===== src/rtl/seq_detector_param.sv =====
// Serial bit-sequence detector with a pattern, length and overlap mode
// that are loaded at run time. Produces a registered match pulse and a
// saturating match counter.
//
// state   | meaning
// --------+---------------------------------------------------------
// S_IDLE  | no valid configuration loaded, armed=0
// S_HUNT  | configured, fewer than cfg_len bits collected (fill < cfg_len)
// S_TRACK | configured, full pattern window available (fill >= cfg_len)
module seq_detector_param #(
  parameter int MAX_LEN = 8,
  parameter int LEN_W   = 4,
  parameter int CNT_W   = 8
) (
  input  logic               clk,
  input  logic               rst_n,
  input  logic               x,
  input  logic               in_valid,
  input  logic               cfg_load,
  input  logic [MAX_LEN-1:0] pattern,
  input  logic [LEN_W-1:0]   pat_len,
  input  logic               overlap_en,
  input  logic               cnt_clr,
  output logic               match,
  output logic [CNT_W-1:0]   match_cnt,
  output logic               armed
);

  typedef enum logic [1:0] {S_IDLE, S_HUNT, S_TRACK} state_t;

  localparam logic [LEN_W-1:0] MAX_LEN_L = LEN_W'(MAX_LEN);

  state_t             state, state_nxt;
  logic [MAX_LEN-1:0] hist, hist_sh, cfg_pat, len_mask;
  logic [LEN_W-1:0]   cfg_len, fill, fill_inc, len_clamp;
  logic [LEN_W:0]     fill_p1;
  logic               cfg_ovl, hit;

  // Lengths beyond the history depth are treated as the full depth.
  assign len_clamp = (pat_len > MAX_LEN_L) ? MAX_LEN_L : pat_len;
  assign hist_sh   = {hist[MAX_LEN-2:0], x};
  assign fill_inc  = (fill == MAX_LEN_L) ? fill : fill + LEN_W'(1);
  assign fill_p1   = {1'b0, fill} + (LEN_W+1)'(1);
  assign armed     = (state != S_IDLE);

  // Only the low cfg_len bits of the pattern take part in the compare.
  always_comb begin
    len_mask = '0;
    for (int i = 0; i < MAX_LEN; i++) begin
      len_mask[i] = (i < int'(cfg_len));
    end
  end

  // Match is judged on the history as it will look after this bit shifts in.
  assign hit = armed && (fill_p1 >= {1'b0, cfg_len}) &&
               (((hist_sh ^ cfg_pat) & len_mask) == '0);

  // Configuration latch, history shift register, fill tracking and match pulse.
  always_ff @(posedge clk or negedge rst_n) begin
    if (!rst_n) begin
      cfg_pat <= '0;
      cfg_len <= '0;
      cfg_ovl <= 1'b0;
      hist    <= '0;
      fill    <= '0;
      match   <= 1'b0;
    end else if (cfg_load) begin
      cfg_pat <= pattern;
      cfg_len <= len_clamp;
      cfg_ovl <= overlap_en;
      hist    <= '0;
      fill    <= '0;
      match   <= 1'b0;
    end else if (in_valid) begin
      hist  <= hist_sh;
      fill  <= (hit && !cfg_ovl) ? '0 : fill_inc;
      match <= hit;
    end else begin
      match <= 1'b0;
    end
  end

  // State register.
  always_ff @(posedge clk or negedge rst_n) begin
    if (!rst_n) begin
      state <= S_IDLE;
    end else begin
      state <= state_nxt;
    end
  end

  // Next-state logic; follows the same fill bookkeeping as the datapath.
  always_comb begin
    state_nxt = state;
    if (cfg_load) begin
      state_nxt = (len_clamp == '0) ? S_IDLE : S_HUNT;
    end else if (in_valid && (state != S_IDLE)) begin
      if (hit && !cfg_ovl) begin
        state_nxt = S_HUNT;
      end else if (fill_inc >= cfg_len) begin
        state_nxt = S_TRACK;
      end
    end
  end

  // Saturating counter of registered match pulses; clear has priority.
  always_ff @(posedge clk or negedge rst_n) begin
    if (!rst_n) begin
      match_cnt <= '0;
    end else if (cnt_clr) begin
      match_cnt <= '0;
    end else if (match && (match_cnt != '1)) begin
      match_cnt <= match_cnt + CNT_W'(1);
    end
  end

endmodule


===== config.mk =====
export PLATFORM = sky130hd
export DESIGN_NAME = seq_detector_param
export DESIGN_NICKNAME = d
export VERILOG_FILES = /design/src/rtl/seq_detector_param.sv
export SDC_FILE = /design/constraint.sdc
export NUM_CORES = 1
export LEC_CHECK = 0
export CAP_MARGIN = 40
export CORE_AREA = 5 5 72 74
export DETAILED_ROUTE_END_ITERATION = 12
export DIE_AREA = 0 0 77 79
export GPL_ROUTABILITY_DRIVEN = 0
export GPL_TIMING_DRIVEN = 0
export HOLD_SLACK_MARGIN = 0.05
export PLACE_DENSITY_LB_ADDON = 0.05
export SYNTH_ARGS = -nofsm -noshare
export SYNTH_HDL_FRONTEND = slang
export SYNTH_SLANG_ARGS = --single-unit

===== constraint.sdc =====
create_clock -name clk -period 6.3 [get_ports clk]
set_clock_uncertainty 0.2 [all_clocks]
set_input_delay 0.63 -clock clk [delete_from_list [all_inputs] [get_ports clk]]
set_output_delay 0.63 -clock clk [all_outputs]
set_load 0.02 [all_outputs]

# Yosys cells after proc, flatten, opt, wreduce, memory -nomap -nowiden
# Index checks and enable logic that the tools add are counted.
[op_classes]
n_addsub = 3
magnitude_cmp = 11
n_eq_ne = 2
muxes = 16
bitwise = 2
n_reduce_logical = 14
[ops]
columns = ["operator", "count"]
rows = [
  ["$mux 4", 5],
  ["$lt 3x4->1 const A", 4],
  ["$mux 8", 2],
  ["$mux 7", 2],
  ["$add 8x1->8 const B", 1],
  ["$and 8x8->8", 1],
  ["$logic_not 8->1", 1],
  ["$lt 1x4->1 const A", 2],
  ["$lt 2x4->1 const A", 2],
  ["$mux 2", 4],
  ["$ne 8x8->1 const B", 1],
  ["$reduce_bool 2->1", 4],
  ["$xor 8x8->8", 1],
  ["$add 4x1->5 const B", 1],
  ["$ge 5x4->1", 1],
  ["$logic_and 1x1->1", 5],
  ["$add 4x1->4 const B", 1],
  ["$eq 4x4->1 const B", 1],
  ["$ge 4x4->1", 1],
  ["$gt 4x4->1 const B", 1],
  ["$logic_not 4->1", 1],
  ["$mux 1", 3],
  ["$reduce_bool 3->1", 1],
  ["$reduce_and 2->1", 1],
  ["$logic_not 1->1", 1],
]
[word_totals]
reg_bits = 35
input_bits = 19
output_inout_bits = 10
word_cells = 56

# Logic depth before layout (Yosys ltp)
[depth]
depth_word = 8
mapped_depth = 11
mapped_depth_nobuf = 11

# Worst setup path after synthesis
# Ideal clock, no wire load.
[synth_path]
path_type = "flip-flop to flip-flop"
startpoint = "register fill[0]"
endpoint = "register state[0]"
setup_time_ns = 0.073
arrival_ns = 2.338
t_required_ns = 6.027
slack_ns = 3.689
stages_incl_launch_ff = 12
path_buffers = 0
synth_period_minus_slack_ns = 2.611
cell_sequence = "dfrtp_1 -> inv_1 -> ha_1 -> nand3b_1 -> xnor2_1 -> ha_1 -> nand2b_1 -> a21o_1 -> a211o_1 -> a311o_1 -> o211a_1 -> a21oi_2"
[synth_between]
elab_chain_len = 8
word_cells_on_any_way = 14
cone_classes = "add/sub (2); order compare (2); eq/ne (1); mux (4); reduce/logical (5)"
[synth_lines]
columns = ["item", "line", "source"]
rows = [
  ["start, declared", "35", "logic [LEN_W-1:0] cfg_len, fill, fill_inc, len_clamp;"],
  ["start signal, assigned", "76", "fill <= (hit && !cfg_ovl) ? '0 : fill_inc;"],
  ["$add 4x1->5", "43", "assign fill_p1 = {1'b0, fill} + (LEN_W+1)'(1);"],
  ["$ge 5x4->1", "55", "assign hit = armed && (fill_p1 >= {1'b0, cfg_len}) &&"],
  ["$logic_and 1x1->1 (2 in a row)", "55", ""],
  ["$logic_and 1x1->1", "98", "if (hit && !cfg_ovl) begin"],
  ["$mux 2", "98", ""],
  ["$mux 2", "97", "end else if (in_valid && (state != S_IDLE)) begin"],
  ["$mux 2", "95", "if (cfg_load) begin"],
  ["end signal, assigned", "88", "state <= state_nxt;"],
  ["end, declared", "33", "state_t state, state_nxt;"],
]
# Parallel ways exist; a longest one is shown, timed or not. The select of a mux whose other input is x is not followed.
# A chain may end at the register's enable or synchronous reset.

# Worst setup path after layout
# Same ends and word-level chain as after synthesis.

==> flow_metrics.env <==
export IMPL_antenna_found_initial=0
export IMPL_clk_pin_slew_worst_paths_ps=80
export IMPL_ant_nets=0
export IMPL_r2r_slack_ps=3410
export IMPL_tightest_slew_ps=780
export IMPL_critPathArrivalTime_ps=2900
export IMPL_routed_wl_um=4120
export IMPL_hold_viol=0
export IMPL_core_rowCount=25
export IMPL_portBuffers=26
export IMPL_fill_cells=406
export IMPL_r2r_end="state[0]"
export IMPL_setup_tns_final_ps=0
export IMPL_cts_tree="built"
export IMPL_core_area_um2=4540
export IMPL_grt_overflow_total=0
export IMPL_drv_slew=0
export IMPL_viasPerCell=5.36
export IMPL_fp_dieW_um=77
export IMPL_start_util_pct=43.2
export IMPL_htreeDepth=2
export IMPL_cp_cell_sequence="inv_1, ha_1, nand3b_1, xnor2_1, ha_1, nand2b_1, a21o_1, a211o_1, a311o_1, o211a_1, a21oi_2"
export IMPL_criticalPathCategory="flip-flop to flip-flop"
export IMPL_cts_max_path_buffers=2
export IMPL_hold_worst_slack_ps=209
export IMPL_syn_to_final_growth_pct=22.4
export IMPL_finalSetupViolCount=0
export IMPL_synth_seq_cells=35
export IMPL_most_common_layout_cells="35 x dfrtp_1, 25 x clkdlybuf4s50_1, 24 x nor2_1"
export IMPL_critical_path_max_stage_delay_ps=490
export IMPL_clock_latency_ps=290
export IMPL_cts_made_buffers=5
export IMPL_final_common_cell="dfrtp_1"
export IMPL_ir_drop_v=0.000135
export IMPL_reg2reg_from="fill[0]"
export IMPL_routedWlPerCell_um=14.9
export IMPL_rsz0062_at_grt="false"
export IMPL_grt_max_degree=36
export IMPL_slew_headroom_pct=48.0
export IMPL_drc=0
export IMPL_die_h_um=79
export IMPL_start_kind="flip-flop"
export IMPL_synth_area_um2=1960
export IMPL_syn_num_nets=218
export IMPL_syn_inst=188
export IMPL_p_leak_uw=0.00107
export IMPL_final_area_um2=2400
export IMPL_num_vias=1478
export IMPL_cp_common_cell="ha_1"
export IMPL_grt_use_total_pct=14.2
export IMPL_synth_seq_area_share_pct=44.7
export IMPL_grt_pass1_wl_um=6970
export IMPL_synth_edf_count=0
export IMPL_reg2reg_depth=11
export IMPL_ys_types=40
export IMPL_synthArstFlopShare_pct=100
export IMPL_min_path_type="input port to asynchronous set/reset pin"
export IMPL_period_share_pct=45.8
export IMPL_grt_pass1_vias=1540
export IMPL_cp_end_kind="flip-flop"
export IMPL_layout_drive_gt1_share_pct=11.3
export IMPL_post_cts_resized=0
export IMPL_crit_fanout=7
export IMPL_hold_buffers=0
export IMPL_synth_top_flop_cell="dfrtp_1"
export IMPL_dp_hpwl_um=3160
export IMPL_placed_cell_area_um2=2280
export IMPL_final_nets=251
export IMPL_p_per_area_nw_per_um2=228
export IMPL_cap_violations=0
export IMPL_cts_root_buffer="clkbuf_8"
export IMPL_io_pin_count=29
export IMPL_status="finished clean"
export IMPL_avgSynthCellArea_um2=10.4
export IMPL_clock_sinks=35
export IMPL_cpMaxStageDelayCell="dfrtp_1"
export IMPL_worst_ep_required_time_ps=6320
export IMPL_fmax_mhz=346
export IMPL_dr_pass1_iters=4
export IMPL_drtIter0Drc=32
export IMPL_fin_crit_ps=2890
export IMPL_antennaDiodeCount=0
export IMPL_cts_setup_buffers=0
export IMPL_die_area_um2=6080
export IMPL_yosysWarnings=0
## registers in the layout, summed over array words and instances, names as in the netlist
name       count
cfg_len        4
cfg_ovl        1
cfg_pat        8
fill           4
hist           7
match          1
match_cnt      8
state          2
## report_power, final
group          internal [uW]  switching (uW)
clock network            120            85.8
registers                236            12.1
logic                   44.5            47.3
## worst max-delay path: cells and delay by family, from the launching register on
kind / cells / cell delay (ps)
AO/OA/AOI/OAI: 5 / 1070
flip-flops: 1 / 490
adder cells (fa/ha/maj): 2 / 450
AND/OR/NAND/NOR: 2 / 360
XOR/XNOR: 1 / 150
buffers and inverters: 1 / 80
## cells in the mapped netlist, types with 2 or more instances
cell	number	area, um^2
xor2_1	9	78.8
o211ai_1	4	30.0
a21o_1	3	22.5
a31oi_1	2	12.5
o21ai_0	8	40.0
ha_1	11	138
o22ai_1	3	18.8
xnor2_1	9	78.8
dfrtp_1	35	876
a21oi_1	4	20.0
nor2_1	24	90.1
o211a_1	2	20.0
mux2_2	9	101
nand2b_1	6	37.5
mux2i_1	9	90.1
a211oi_1	2	15.0
nand3_1	5	25.0
inv_1	8	30.0
clkbuf_1	5	18.8
buf_2	2	10.0
nor3_1	2	10.0
nand2_1	8	30.0
## layer usage
metal | track usage [%] | vias up | wire [um]
li1 | - | 731 | -
met5 | 0 | - | 0
met2 | 24.5 | 25 | 2070
met1 | 17.1 | 715 | 1840
met3 | 3.85 | 7 | 143
met4 | 4.47 | 0 | 57
## kinds of logic (layout without fill, tap and decap cells)
family	Yosys count	count (layout)	share of synthesized area, %
AND/OR/NAND/NOR	52	52	13.1
AO/OA/AOI/OAI	38	38	14.1
flip-flops	35	35	44.7
XOR/XNOR	18	18	8.05
multiplexers	18	18	9.78
buffers and inverters	16	50	3.19
adder cells (fa/ha/maj)	11	11	7.03
## worst max path at each step
stage,start,end,slack [ps],cells after the start
after detailed placement,fill[0],state[0],3440,11
final,fill[0],state[0],3410,11
after global placement,fill[0],state[0],3510,10
after global routing,fill[0],state[0],3230,11
after CTS,fill[0],state[0],3400,11
after floorplan,fill[0],state[0],3690,11
## stage by stage
step | std cells | total power, uW | util [%] | worst slack [ps]
2_1_floorplan | 188 | 311 | - | 3690
3_3_place_gp | 268 | 343 | 50.4 | 3510
3_5_place_dp | 268 | 346 | 50.3 | 3440
4_1_cts | 276 | 555 | 52.9 | 3400
5_1_grt | 276 | 575 | 52.9 | 3230
6_report | 276 | 546 | 52.9 | 3410
## cell type report
| cell class | count | area (um^2) | area share (%) |
|---|---|---|---|
| well taps | 54 | 67.6 | 2.82 |
| inverters | 8 | 30.0 | 1.25 |
| multi-input cells | 137 | 1020 | 42.5 |
| plain buffers | 8 | 32.5 | 1.36 |
| flip-flops and latches | 35 | 876 | 36.5 |
| clock buffers | 5 | 68.8 | 2.87 |
| repair buffers | 26 | 255 | 10.6 |
| clock inverters | 3 | 47.5 | 1.98 |
No activity file was read; power rests on OpenSTA's default activity.
